File: config.mk
export PLATFORM = sky130hd
export DESIGN_NAME = bcd_digit_adder
export DESIGN_NICKNAME = d
export VERILOG_FILES = /design/src/rtl/bcd_digit_adder.sv
export SDC_FILE = /design/constraint.sdc
export NUM_CORES = 1
export LEC_CHECK = 0
export CORE_AREA = 4 4 41 43
export DETAILED_ROUTE_END_ITERATION = 10
export DIE_AREA = 0 0 45 47
export PLACE_DENSITY = 0.74
export SYNTH_ARGS = -nofsm -noshare
export SYNTH_HDL_FRONTEND = slang
export SYNTH_SLANG_ARGS = --single-unit
export TNS_END_PERCENT = 100
File: constraint.sdc
create_clock -name clk -period 1.4 [get_ports clk]
set_input_delay 0.21 -clock clk [delete_from_list [all_inputs] [get_ports clk]]
set_output_delay 0.21 -clock clk [all_outputs]
set_load 0.005 [all_outputs]
File: src/rtl/bcd_digit_adder.sv
// -----------------------------------------------------------------------------
// bcd_digit_adder
//   Registered packed-BCD adder. Adds two NUM_DIGITS-digit 8421-BCD operands
//   plus a carry-in, rippling the decimal carry across all digits in one
//   cycle. Sum, carry-out and an invalid-digit flag are registered, so a
//   result appears one cycle after its inputs are sampled.
//
// Ports
//   clk        in   rising-edge clock
//   rst_n      in   asynchronous active-low reset
//   in_valid   in   A/B/Cin valid this cycle
//   A, B       in   packed BCD addends, digit 0 in bits [3:0]
//   Cin        in   decimal carry into digit 0
//   out_valid  out  S/Cout/err hold a result from a valid input
//   S          out  packed BCD sum
//   Cout       out  decimal carry out of the most significant digit
//   err        out  some sampled A or B digit was greater than 9
// -----------------------------------------------------------------------------
module bcd_digit_adder #(
   parameter int unsigned NUM_DIGITS = 1
) (
   input  logic                      clk,
   input  logic                      rst_n,
   input  logic                      in_valid,
   input  logic [4*NUM_DIGITS-1:0]   A,
   input  logic [4*NUM_DIGITS-1:0]   B,
   input  logic                      Cin,
   output logic                      out_valid,
   output logic [4*NUM_DIGITS-1:0]   S,
   output logic                      Cout,
   output logic                      err
);

   logic [4*NUM_DIGITS-1:0] w_sum;
   logic                    w_cout;
   logic                    w_err;
   logic [4:0]              w_t;
   logic                    w_c;
   logic [3:0]              w_a_dig;
   logic [3:0]              w_b_dig;

   logic                    r_valid;
   logic [4*NUM_DIGITS-1:0] r_sum;
   logic                    r_cout;
   logic                    r_err;

   // Ripple decimal carry through all digits. Invalid digits still go
   // through the same correction; only the err flag reports them.
   always_comb begin
      w_sum   = '0;
      w_err   = 1'b0;
      w_c     = Cin;
      w_t     = '0;
      w_a_dig = '0;
      w_b_dig = '0;
      for (int i = 0; i < int'(NUM_DIGITS); i++) begin
         w_a_dig = A[4*i +: 4];
         w_b_dig = B[4*i +: 4];
         w_t     = {1'b0, w_a_dig} + {1'b0, w_b_dig} + {4'b0000, w_c};
         if (w_t > 5'd9) begin
            w_sum[4*i +: 4] = w_t[3:0] + 4'd6;  // wraps mod 16
            w_c             = 1'b1;
         end else begin
            w_sum[4*i +: 4] = w_t[3:0];
            w_c             = 1'b0;
         end
         if ((w_a_dig > 4'd9) || (w_b_dig > 4'd9)) begin
            w_err = 1'b1;
         end
      end
      w_cout = w_c;
   end

   always_ff @(posedge clk or negedge rst_n) begin
      if (!rst_n) begin
         r_valid <= 1'b0;
         r_sum   <= '0;
         r_cout  <= 1'b0;
         r_err   <= 1'b0;
      end else begin
         r_valid <= in_valid;
         if (in_valid) begin
            r_sum  <= w_sum;
            r_cout <= w_cout;
            r_err  <= w_err;
         end
      end
   end

   assign out_valid = r_valid;
   assign S         = r_sum;
   assign Cout      = r_cout;
   assign err       = r_err;

endmodule

* Word level (Yosys, flattened, before mapping) *
Cells that the tools add are included.

word-level totals
  bits in registers = 7
  bits of input ports = 12
  word-level logic and storage cells = 14
  output and inout port bits = 7

operators by class
  magnitude comparators = 3
  reductions and logical operators = 1
  mux-type cells = 3
  add/subtract/negate cells = 3

operator list
  operator                                                                         number
  4-bit greater-than comparator, second input constant                             2
  4-bit by 4-bit adder with 5-bit output                                           1
  5-bit by 1-bit adder with 5-bit output                                           1
  5-bit by 4-bit greater-than comparator with 1-bit output, second input constant  1
  4-bit by 3-bit adder with 4-bit output, second input constant                    1
  4-bit 2-to-1 mux                                                                 1
  1-bit 2-to-1 mux                                                                 2
  1-bit logical OR                                                                 1

* Depth between registers and ports, before layout *
  depth in word-level cells = 4
  depth in mapped cells = 8

* Least setup slack after synthesis *
No wires, ideal clock.

  path type = in2reg
  start point = input port A[0]
  end point = register r_sum[2], in the netlist S[2]
  buffers on the path = 0
  stages = 8
  setup slack = -0.806 ns
  arrival time = 2.126 ns
  path through = fa_1 -> fa_1 -> xnor2_2 -> ha_1 -> inv_1 -> nand4_1 -> a221o_1 -> o211ai_2

on the way
  word-level cells in the longest chain between the ends = 4
  elaborated cells on any way between the ends = 5
  classes of those cells = 3 x add/sub; 1 x order compare; 1 x mux

ends and longest elaborated chain
  element                                                                                                             line    source
  start, declared                                                                                                     25      input logic [4*NUM_DIGITS-1:0] A,
  4-bit by 4-bit adder with 5-bit output *                                                                            59      w_t = {1'b0, w_a_dig} + {1'b0, w_b_dig} + {4'b0000, w_c};
  5-bit by 1-bit adder with 5-bit output *                                                                            59
  4-bit by 3-bit adder with 4-bit output or 5-bit by 4-bit greater-than comparator with 1-bit output (tied branches)  61, 60
  4-bit 2-to-1 mux *                                                                                                  60      if (w_t > 5'd9) begin
  end signal, assigned                                                                                                83      r_sum <= w_sum;
  end, declared                                                                                                       43      logic [4*NUM_DIGITS-1:0] r_sum;

Mark *: on every way between the ends. The rest lies on a longest branch, timed or not.
A chain may end at the register's enable or synchronous reset.

* Final worst setup path *
Ends and elaborated chain as after synthesis.

==> run_results.csv <==
group,metric,value,unit
status,status,"finished, violations left",
status,violations,"negative setup slack",
floorplanning,dieHeight,47,um
route,first_iter_violations,8,
floorplanning,dieArea,2120,sq um
sta,setup_viol,4,
floorplanning,die_x,45,um
sta,setup_ws,-0.520,ns
clock_network,cts_buffers,3,
setup_path,start_kind,"input port",
finish,nets,110,
sta,fin_crit,1.92,ns
route,ant_nets,0,
floorplanning,core_area,1300,sq um
floorplanning,num_rows,13,
logic_synthesis,syn_area,544,sq um
logic_synthesis,synth_cells,56,
logic_synthesis,avgSynthCellArea,9.72,sq um
sta,tns,-1.97,ns
setup_path,endpoint_kind,"flop",
job,maxCapViolCount,0,
power_and_ir_drop,power_density,1010,nW/um^2
sta,skew,0,ns
clock_network,clkSinkCount,7,
logic_synthesis,synth-seq-cells,7,
grt,grt_pass1_wl,2.70,mm
route,firstDrtPassIters,2,
route,wire_per_inst,14.7,um
sta,tightest_slew,0.380,ns
setup_path,reg2reg_setup_slack,0.52,ns
clock_network,clk_latency,0.25,ns
clock_network,htree_num_levels,1,
setup_path,reg2reg_depth,3,
clock_network,root_buffer,"clkbuf_4",
sta,min_period_over_period,137,%
finish,syn_to_final_growth,65.3,%
setup_path,crit_fanout,3,
logic_synthesis,synth_warnings,0,
logic_synthesis,yosysSeqAreaShare,32.2,%
sta,hold_viol_final,0,
worst_hold_path,hp-class,"input port to asynchronous set/reset pin",
clock_network,cts_tree,"done",
finish,n_antenna_cell,0,
setup_path,rr_endpoint,"S[1]",
place,hpwlAfterDp,1.32,mm
power_and_ir_drop,ir_drop,0.569,mV
route,vias_per_cell,5.42,
setup_path,worst_r2r_startpoint,"S[1]",
grt,antenna_found_initial,0,
grt,grt_max_degree,14,
sta,fmax,521,MHz
setup_path,critical_path_class,"input port to flop",
setup_path,arrival,2.09,ns
floorplanning,ioPinCount,19,
setup_path,required,1.57,ns
place,port-buffer-count,18,
floorplanning,start_util,41.8,%
power_and_ir_drop,power_leakage,0.000389,uW
route,wl,1.56,mm
place,gp_congestion,0.872,
clock_network,clkTransAtPathRegs,0.06,ns
grt,globalRouteOverflowTotal,0,
clock_network,clock_path_buffers,2,
logic_synthesis,synth.distinct_cells,29,
logic_synthesis,synth_nets,74,
sta,slew-limit-headroom,74.6,%
finish,drive_above_1_share,33.0,%
power_and_ir_drop,finalPower,906,uW
place,place_ws,-1.21,ns
route,drc,0,
sta,rsz0062_at_grt,"true",
grt,grt_pass1_vias,603,
grt,grt_usage,18.4,%
sta,maxSlewViolCount,0,
route,dr_total_vias,574,
[registers in the layout, indices dropped and copies added, names as in the netlist]
signal	cells
out_valid	1
S	4
err	1
Cout	1
[final cells by class]
class                           count  area [sq um]
Sequential cell                     7           175
Clock buffer                        4          26.3
Fill cell                         112           402
Inverter                            3          11.3
Multi-Input combinational cell     45           390
Timing Repair Buffer               32           278
Tap cell                           15          18.8
[cells by family after synthesis]
| family | after synthesis | synth area share, % |
|---|---|---|
| AO/OA/AOI/OAI | 19 | 26.0 |
| XOR/XNOR | 1 | 2.99 |
| adder cells (fa/ha/maj) | 6 | 16.6 |
| buffers and inverters | 4 | 2.76 |
| flip-flops | 7 | 32.2 |
| multiplexers | 1 | 2.07 |
| AND/OR/NAND/NOR | 18 | 17.5 |
[critical path, stage by stage]
cell,delay (ns)
buf_6,0.09
fa_2,0.39
fa_2,0.55
inv_2,0.05
ha_4,0.15
a211o_1,0.27
a221o_1,0.31
o211ai_2,0.06
[layout by cell type, fill, tap and decap left out, types with 2 or more instances in the layout]
cell type         n
inv_2             2
ha_1              3
o21ai_0           2
buf_2             2
buf_6             2
a211o_1           2
dlygate4sd2_1     2
a31oi_1           4
buf_4            13
dfrtp_1           7
fa_2              2
nor2_1            5
nand4_1           2
clkbuf_4          3
nand3_1           4
clkdlybuf4s50_1  13
[per-stage QoR]
stage	std cells	utilization [%]	area (sq um)	hold slack (ns)
floorplan	56	-	573	-0.0856
global placement	102	67.1	873	0.482
detailed placement	102	67.1	873	0.481
CTS	106	68.8	896	0.220
global route	106	69.1	900	0.249
finish	106	69.1	900	0.208
[Yosys cell counts]
cell type  number  area share (%)
a21oi_1         2             1.8
a211o_1         2             3.2
o21a_1          1             1.4
and2_1          1             1.2
and3b_1         1             1.6
nor2_1          5             3.4
a221o_1         1             1.8
a41oi_1         1             1.6
a21o_1          1             1.4
fa_1            2             7.4
ha_1            4             9.2
nand4_1         2             2.3
a22o_1          1             1.6
a2111oi_0       1             1.6
o211ai_2        1             2.3
inv_1           3             2.1
a21boi_1        1             1.4
clkbuf_1        1            0.69
o211ai_1        1             1.4
xnor2_2         1             3.0
nand2_1         1            0.69
dfrtp_1         7              32
o21ai_0         2             1.8
nand3_1         4             3.7
mux2_2          1             2.1
or3_1           1             1.2
nor2b_1         2             2.3
a31oi_1         4             4.6
nand2b_1        1             1.2
[what timing repair did]
action	in CTS	in global routing
resized for setup	18	2
buffers inserted	0	0
setup endpoints to repair	5	4
hold buffers	0	0
pin swaps	7	0
[routing by layer]
metal	GRT usage, %	routed length [um]
met1	18.2	617
met2	35.9	843
met5	0	0
met3	3.45	63
met4	9.94	33
[power breakdown]
| group | total, uW | internal (uW) | switching, uW |
|---|---|---|---|
| clock | 181 | 109 | 72.1 |
| sequential | 265 | 242 | 23.2 |
| combinational | 461 | 273 | 188 |
[worst max path at each step]
stage,startpoint,to,slack [ns],cells past startpoint
floorplan,Cin,S[2],-0.75,7
global placement,Cin,S[2],-1.19,8
detailed placement,Cin,S[2],-1.21,8
CTS,A[0],S[2],-0.52,8
global route,A[0],S[3],-0.58,8
finish,A[0],S[2],-0.52,8
Note: power is estimated with default switching activity, not from simulation.
